$ cat config.mk
export PLATFORM = sky130hd
export DESIGN_NAME = md_init_scatter_flat
export DESIGN_NICKNAME = d
export VERILOG_FILES = /design/src/rtl/md_init_scatter_if.sv /design/src/rtl/md_init_scatter.sv /design/src/flat_wrapper.sv
export SDC_FILE = /design/constraint.sdc
export NUM_CORES = 2
export LEC_CHECK = 0
export BUFFER_PORTS_ARGS = -buffer_cell sky130_fd_sc_hd__buf_2
export CAP_MARGIN = 10
export CORE_AREA = 2 2 303 305
export DETAILED_ROUTE_END_ITERATION = 10
export DIE_AREA = 0 0 305 307
export PLACE_DENSITY = 0.52
export SLEW_MARGIN = 15
export SYNTH_ARGS = -nofsm -noshare
export SYNTH_HDL_FRONTEND = slang
export SYNTH_SLANG_ARGS = --single-unit
$ cat constraint.sdc
create_clock -name ap_clk -period 55.2 [get_ports ap_clk]
set_input_delay 11.04 -clock ap_clk [delete_from_list [all_inputs] [get_ports ap_clk]]
set_output_delay 11.04 -clock ap_clk [all_outputs]
set_load 0.02 [all_outputs]
$ cat src/rtl/md_init_scatter_if.sv
// Host-to-kernel AXI-Stream bundle used by the init scatter path.
//   tdata  : packed particle records
//   tkeep  : byte enables
//   tvalid : beat valid
//   tlast  : last beat of the init transfer
//   tdest  : destination cell index
//   tready : sink can accept the beat
// master drives the beat fields; slave drives tready.
interface md_init_scatter_if #(
   parameter int unsigned AXIS_TDATA_WIDTH      = 512,
   parameter int unsigned STREAMING_TDEST_WIDTH = 16
);
   logic [AXIS_TDATA_WIDTH-1:0]      tdata;
   logic [AXIS_TDATA_WIDTH/8-1:0]    tkeep;
   logic                             tvalid;
   logic                             tlast;
   logic [STREAMING_TDEST_WIDTH-1:0] tdest;
   logic                             tready;

   modport master (
      output tdata, tkeep, tvalid, tlast, tdest,
      input  tready
   );

   modport slave (
      input  tdata, tkeep, tvalid, tlast, tdest,
      output tready
   );
endinterface

$ cat src/rtl/md_init_scatter.sv
// Init scatter: accepts h2k beats of packed particle records, unpacks one record
// slot per cycle and writes each present record into the position cache chosen by tdest.
// Record layout: [96]=valid, [95:64]=z, [63:32]=y, [31:0]=x.
// Ports:
//   ap_clk, ap_rst   clock, async active-high reset
//   i_init_en        level, high while the MD state is INIT
//   S_AXIS_h2k       h2k stream (slave modport)
//   o_cell_wr_en     one-hot cache write strobe (registered)
//   o_cell_wr_data   position {z,y,x} (registered)
//   i_cell_ready     per-cache can-accept flag
//   o_rec_count      records written since i_init_en rose (saturating)
//   o_init_done      one-cycle pulse after the tlast beat has drained
//   o_bad_dest       sticky: a beat with tdest >= N_CELL was dropped
module md_init_scatter #(
   parameter int unsigned AXIS_TDATA_WIDTH      = 512,
   parameter int unsigned STREAMING_TDEST_WIDTH = 16,
   parameter int unsigned REC_WIDTH             = 97,
   parameter int unsigned N_SLOT                = 5,
   parameter int unsigned N_CELL                = 27
) (
   input  logic                     ap_clk,
   input  logic                     ap_rst,
   input  logic                     i_init_en,
   md_init_scatter_if.slave         S_AXIS_h2k,
   output logic [N_CELL-1:0]        o_cell_wr_en,
   output logic [REC_WIDTH-2:0]     o_cell_wr_data,
   input  logic [N_CELL-1:0]        i_cell_ready,
   output logic [31:0]              o_rec_count,
   output logic                     o_init_done,
   output logic                     o_bad_dest
);

   localparam int unsigned PosW  = REC_WIDTH - 1;
   localparam int unsigned SlotW = (N_SLOT > 1) ? $clog2(N_SLOT) : 1;
   localparam int unsigned CellW = (N_CELL > 1) ? $clog2(N_CELL) : 1;
   localparam int unsigned DataW = REC_WIDTH * N_SLOT;

   typedef enum logic [1:0] {StIdle, StUnpack, StDone} state_e;

   state_e                          state_q, state_d;
   logic [SlotW-1:0]                slot_q, slot_d;
   logic [N_SLOT-1:0][PosW-1:0]     pos_q;
   logic [N_SLOT-1:0]               present_q;
   logic [CellW-1:0]                dest_q;
   logic                            last_q;
   logic [N_CELL-1:0]               wr_en_q, wr_en_d;
   logic [PosW-1:0]                 wr_data_q, wr_data_d;
   logic [31:0]                     count_q, count_d;
   logic                            done_q, done_d;
   logic                            bad_q, bad_d;
   logic                            init_en_q;

   logic [N_SLOT-1:0][PosW-1:0]     beat_pos;
   logic [N_SLOT-1:0]               beat_present;
   logic                            hs, dest_ok, load, init_rise, adv;

   // Upper data bits and non-valid-byte keep bits carry no information here.
   logic unused_in;
   assign unused_in = ^{S_AXIS_h2k.tkeep, S_AXIS_h2k.tdata[AXIS_TDATA_WIDTH-1:DataW]};

   assign S_AXIS_h2k.tready = (state_q == StIdle) && i_init_en;
   assign hs        = S_AXIS_h2k.tready && S_AXIS_h2k.tvalid;
   assign dest_ok   = S_AXIS_h2k.tdest < STREAMING_TDEST_WIDTH'(N_CELL);
   assign load      = hs && dest_ok;
   assign init_rise = i_init_en && !init_en_q;

   // Slot presence needs both the record valid bit and the keep bit of the byte holding it.
   always_comb begin
      for (int k = 0; k < N_SLOT; k++) begin
         beat_pos[k]     = S_AXIS_h2k.tdata[REC_WIDTH*k +: PosW];
         beat_present[k] = S_AXIS_h2k.tdata[REC_WIDTH*k + PosW]
                         & S_AXIS_h2k.tkeep[(REC_WIDTH*k + PosW) / 8];
      end
   end

   always_comb begin
      state_d   = state_q;
      slot_d    = slot_q;
      wr_en_d   = '0;
      wr_data_d = wr_data_q;
      count_d   = count_q;
      done_d    = 1'b0;
      bad_d     = bad_q;
      adv       = 1'b0;

      if (init_rise) begin
         count_d = '0;
         bad_d   = 1'b0;
      end

      unique case (state_q)
         StIdle: begin
            if (hs) begin
               if (dest_ok) begin
                  slot_d  = '0;
                  state_d = StUnpack;
               end else begin
                  bad_d   = 1'b1;
                  state_d = S_AXIS_h2k.tlast ? StDone : StIdle;
               end
            end
         end
         StUnpack: begin
            if (!i_init_en) begin
               state_d = StIdle;
            end else if (present_q[slot_q]) begin
               // Stall on a full cache without advancing the slot.
               if (i_cell_ready[dest_q]) begin
                  wr_en_d   = N_CELL'(1) << dest_q;
                  wr_data_d = pos_q[slot_q];
                  if (count_q != '1) count_d = count_q + 32'd1;
                  adv       = 1'b1;
               end
            end else begin
               adv = 1'b1;
            end
            if (adv) begin
               if (slot_q == SlotW'(N_SLOT - 1)) begin
                  slot_d  = '0;
                  state_d = last_q ? StDone : StIdle;
               end else begin
                  slot_d = slot_q + SlotW'(1);
               end
            end
         end
         StDone: begin
            done_d  = i_init_en;
            state_d = StIdle;
         end
         default: state_d = StIdle;
      endcase
   end

   always_ff @(posedge ap_clk or posedge ap_rst) begin
      if (ap_rst) begin
         state_q   <= StIdle;
         slot_q    <= '0;
         pos_q     <= '0;
         present_q <= '0;
         dest_q    <= '0;
         last_q    <= 1'b0;
         wr_en_q   <= '0;
         wr_data_q <= '0;
         count_q   <= '0;
         done_q    <= 1'b0;
         bad_q     <= 1'b0;
         init_en_q <= 1'b0;
      end else begin
         state_q   <= state_d;
         slot_q    <= slot_d;
         wr_en_q   <= wr_en_d;
         wr_data_q <= wr_data_d;
         count_q   <= count_d;
         done_q    <= done_d;
         bad_q     <= bad_d;
         init_en_q <= i_init_en;
         if (load) begin
            pos_q     <= beat_pos;
            present_q <= beat_present;
            dest_q    <= CellW'(S_AXIS_h2k.tdest);
            last_q    <= S_AXIS_h2k.tlast;
         end else if (hs) begin
            last_q    <= S_AXIS_h2k.tlast;
         end
      end
   end

   assign o_cell_wr_en   = wr_en_q;
   assign o_cell_wr_data = wr_data_q;
   assign o_rec_count    = count_q;
   assign o_init_done    = done_q;
   assign o_bad_dest     = bad_q;

endmodule

$ cat src/flat_wrapper.sv
// flat-port wrapper written by rule: the top's interface ports become plain ports
module md_init_scatter_flat 
#(
   parameter int unsigned AXIS_TDATA_WIDTH      = 512,
   parameter int unsigned STREAMING_TDEST_WIDTH = 16,
   parameter int unsigned REC_WIDTH             = 97,
   parameter int unsigned N_SLOT                = 5,
   parameter int unsigned N_CELL                = 27
)
  (ap_clk, ap_rst, i_init_en, o_cell_wr_en, o_cell_wr_data, i_cell_ready, o_rec_count, o_init_done, o_bad_dest, S_AXIS_h2k_tdata, S_AXIS_h2k_tkeep, S_AXIS_h2k_tvalid, S_AXIS_h2k_tlast, S_AXIS_h2k_tdest, S_AXIS_h2k_tready);
  md_init_scatter_if #(.AXIS_TDATA_WIDTH(AXIS_TDATA_WIDTH), .STREAMING_TDEST_WIDTH(STREAMING_TDEST_WIDTH)) S_AXIS_h2k_i ();
  input  logic ap_clk;
  input  logic ap_rst;
  input  logic i_init_en;
  output logic [N_CELL-1:0] o_cell_wr_en;
  output logic [REC_WIDTH-2:0] o_cell_wr_data;
  input  logic [N_CELL-1:0] i_cell_ready;
  output logic [31:0] o_rec_count;
  output logic o_init_done;
  output logic o_bad_dest;
  input wire logic [$bits(S_AXIS_h2k_i.tdata)-1:0] S_AXIS_h2k_tdata;
  input wire logic [$bits(S_AXIS_h2k_i.tkeep)-1:0] S_AXIS_h2k_tkeep;
  input wire logic [$bits(S_AXIS_h2k_i.tvalid)-1:0] S_AXIS_h2k_tvalid;
  input wire logic [$bits(S_AXIS_h2k_i.tlast)-1:0] S_AXIS_h2k_tlast;
  input wire logic [$bits(S_AXIS_h2k_i.tdest)-1:0] S_AXIS_h2k_tdest;
  output wire logic [$bits(S_AXIS_h2k_i.tready)-1:0] S_AXIS_h2k_tready;
  assign S_AXIS_h2k_i.tdata = S_AXIS_h2k_tdata;
  assign S_AXIS_h2k_i.tkeep = S_AXIS_h2k_tkeep;
  assign S_AXIS_h2k_i.tvalid = S_AXIS_h2k_tvalid;
  assign S_AXIS_h2k_i.tlast = S_AXIS_h2k_tlast;
  assign S_AXIS_h2k_i.tdest = S_AXIS_h2k_tdest;
  assign S_AXIS_h2k_tready = S_AXIS_h2k_i.tready;
  md_init_scatter #(.AXIS_TDATA_WIDTH(AXIS_TDATA_WIDTH), .STREAMING_TDEST_WIDTH(STREAMING_TDEST_WIDTH), .REC_WIDTH(REC_WIDTH), .N_SLOT(N_SLOT), .N_CELL(N_CELL)) u_core (.ap_clk(ap_clk), .ap_rst(ap_rst), .i_init_en(i_init_en), .S_AXIS_h2k(S_AXIS_h2k_i), .o_cell_wr_en(o_cell_wr_en), .o_cell_wr_data(o_cell_wr_data), .i_cell_ready(i_cell_ready), .o_rec_count(o_rec_count), .o_init_done(o_init_done), .o_bad_dest(o_bad_dest));
endmodule
==> summary.md <==
| Metric | Value |
|---|---|
| Clock sinks | `654` |
| GRT Total Usage | `0.1947` |
| Worst setup path startpoint | `i_init_en` |
| Synth top area share | `0.5797` |
| Routed WL | `92260 um` |
| RR Startpoint | `u_core.slot_q[0]` |
| Post-synthesis net count | `2603` |
| Post_cts resized | `0` |
| Largest family of logic cells by synthesized area | `multiplexers` |
| Max frequency | `44.16 MHz` |
| Worst Setup End Kind | `output port` |
| Vias | `slightly below 20000` |
| Clock Path Buffers | `3` |
| Status | `complete, no violations` |
| Storage cell area | `roughly 0.016 mm^2` |
| Die Y | `307 um` |
| Worst EP required | `44.16 ns` |
| IO buf count | `695` |
| Post-CTS setup buffers | `0` |
| Core Util, Final | `0.3886` |
| Synth cell types | `69` |
| Via density | `5.047` |
| Worst IR Drop VDD | `about 23 uV` |
| Largest net degree at the start of global routing | `172` |
| # nets final | `around 3300` |
| Compound-cell area share of the yosys netlist | `0.05208` |
| RSZ-0062 raised after global routing | `no` |
| Skew final | `0.01817 ns` |
| RD Place Congestion | `0.8773` |
| Rows | `between 100 and 150` |
| DRC Markers | `0` |
| Final period util | `0.4102` |
| CTS clock-pin slew for the worst setup and hold paths | `0.05 ns` |
| First-pass GRT wire length | `137100 um` |
| Layout cells sized above 1 | `0.5346` |
| Rel. slew slack | `0.2803` |
| Tightest Hold Check Type | `flip-flop to flip-flop` |
| Flop2flop setup slack | `50.79 ns` |
| Tmin final | `22.64 ns` |
| Area of the core | `0.09069 mm^2` |
| Area occupied by multi-input gates | `0.01110 mm^2` |
| Max Slew Vio Count | `0` |
| Mux cell area share after synthesis | `0.2764` |
| Vias in the first global route | `around 21000` |
| Die Wd | `305 um` |
| Die Area | `0.09364 mm^2` |
| Synth Area in Adders | `0.001330` |
| Crit Path Class | `input port to output port` |
| Cts hold-fix bufs | `0` |
| Yosys top cell by area | `dfrtp_1` |
| Top post-synthesis cells by area | `dfrtp_1, mux2_2, mux4_2, nor2_1, a221oi_1` |
| # setup viols final | `0` |
| Simple-Gate Fraction of Synth Area | `0.06165` |
| Pre-Repair DR Iteration Count | `4` |
| Synthesized cell area | `0.02823 mm^2` |
| Post-DP HPWL | `64650 um` |
| PwrDens | `28.64 mW/mm^2` |
| Initial antenna violation count | `59` |
| Area grow syn2layout | `24.83%` |
| Syn Area/Cell | `between 10 and 15 um^2` |
| Final TNS setup | `0 ns` |
| Worst Path Arrival | `11.60 ns` |
| Async S/R FF share, synth | `1.000` |
| Worst-case reg-to-reg path depth | `8` |
| Detailed Route Iter0 Violations | `about 1200` |
| Synth warn | `0` |
| Post-synthesis xor/xnor area fraction | `0.0006205` |
| TritonCTS clock tree | `done` |
| Number of fillers in the final layout | `8683` |
| Cell count after synthesis | `1976` |
| Tightest Pin Transition | `1.080 ns` |
| R2r endpoint | `u_core.o_rec_count[31]` |
| DRT antenna net count | `0` |
| # H-tree levels | `3` |
| Crit start category | `input port` |
| TritonCTS Buffers | `76` |
| Top Ports | `782` |
| Overall Power | `1009 uW` |
| #FFs+latches synth | `~650` |
| Setup crit end | `S_AXIS_h2k_tready` |
| GRT overflow | `0` |
| Final Hold Viols | `0` |
| Routed len/inst | `between 20 and 25 um` |
| Seq/Total Area, Yosys | `0.5797` |
| Leakage power | `0.01785 uW` |
| Max-cap violations | `0` |
| Starting Density | `0.3113` |
| Crit-path max FO | `5` |
| Post-synth EDFFs | `0` |
| CTS root buf | `clkbuf_16` |
| Top FF cell, synth | `dfrtp_1` |
| Clock latency on the worst-skew pair | `around 0.64 ns` |
## metrics by stage
step	setup slack, ns	hold WS [ns]	area [um^2]	std cells
final	32.56	0.4992	35240	3917
after global routing	32.48	0.5135	35230	3914
after CTS	32.56	0.5035	35130	3872
after detailed placement	32.56	0.4910	32730	3744
after global placement	32.54	0.4845	32730	3744
after floorplan	25.83	0.4711	28230	1976
## cell type report
class                      instances  area share
timing repair buffer             720      0.1044
antenna                           45    0.003195
clock inverter                    23    0.008272
tap                             1186     0.04211
inverter                          22    0.002627
sequential                       654      0.4646
clock buffer                     105     0.05989
multi-input combinational       1162      0.3149
## state kept, by name (all words and copies together) (netlist names)
signal and flops:
u_core.last_q 1, u_core.dest_q 5, u_core.pos_q 480, u_core.init_en_q 1, u_core.present_q 5, u_core.o_rec_count 32
u_core.o_cell_wr_data 96, u_core.o_cell_wr_en 27, u_core.o_bad_dest 1, u_core.state_q 2, u_core.slot_q 3, u_core.o_init_done 1
## critical path, cell delays in order
cell	delay, ns
buf_2	0.12
nand2b_1	0.07
nor2_1	0.17
buf_2	0.21
## per-layer routing
layer | wire [um] | GRT usage | vias up
met2 | 46310 | 0.3215 | 618
met3 | 5536 | 0.05176 | 181
met1 | 37380 | 0.2390 | 10257
met5 | 170 | 0 | -
met4 | 2851 | 0.08727 | 26
li1 | - | - | 8688
## where the power goes
part	internal, uW	switching [uW]
logic	16.7	18.6
clock network	283	209
registers	481	1.16
total	780	229
## Yosys cell counts, types with 8 or more instances
cell type and count:
nand2_1 38, nor3_1 19, nand3_1 22, mux4_2 99, mux2i_1 9, inv_1 21
nor2_1 239, buf_4 8, clkbuf_1 49, mux2_2 487, a221o_1 17, dfrtp_1 654
nand4_1 12, buf_2 68, o21ai_0 14, buf_6 10, a221oi_1 96, nor4_1 9
## cell usage in the layout, fill, tap and decap left out, types with 5 or more instances in the layout
master	Yosys	routed
buf_2	68	695
dfrtp_1	654	652
mux2_2	487	487
nor2_1	239	239
mux4_2	99	99
a221oi_1	96	96
clkbuf_16	0	76
diode_2	0	45
nand2_1	38	38
buf_4	8	24
nand3_1	22	22
inv_1	21	20
nor3_1	19	19
clkbuf_1	49	19
a221o_1	17	17
o21ai_0	14	14
nand4_1	12	12
clkbuf_8	0	10
nor4_1	9	9
mux2i_1	9	9
clkinv_8	0	7
a21oi_1	6	6
and3_1	7	6
clkinv_2	0	6
o211ai_1	5	5
nand2b_1	5	5
and4_1	5	5
and2_1	5	5
## logic make-up (layout without fill, tap and decap cells)
family	after synthesis	in the layout
adder cells (fa/ha/maj)	3	3
AND/OR/NAND/NOR	388	388
multiplexers	595	595
flip-flops	654	654
XOR/XNOR	2	2
buffers and inverters	160	870
AO/OA/AOI/OAI	174	174
other	0	45
## how the worst min path moves through the flow
stage                 startpoint                 to  slack [ns]  cells after the start
6_report       u_core.pos_q[219]  u_core.pos_q[219]        0.50                      1
5_1_grt        u_core.pos_q[274]  u_core.pos_q[274]        0.51                      1
4_1_cts        u_core.pos_q[343]  u_core.pos_q[343]        0.50                      1
3_5_place_dp   u_core.pos_q[355]  u_core.pos_q[355]        0.49                      1
3_3_place_gp   u_core.pos_q[274]  u_core.pos_q[274]        0.48                      1
2_1_floorplan      u_core.last_q      u_core.last_q        0.47                      1
(Power assumes the default switching activity.)
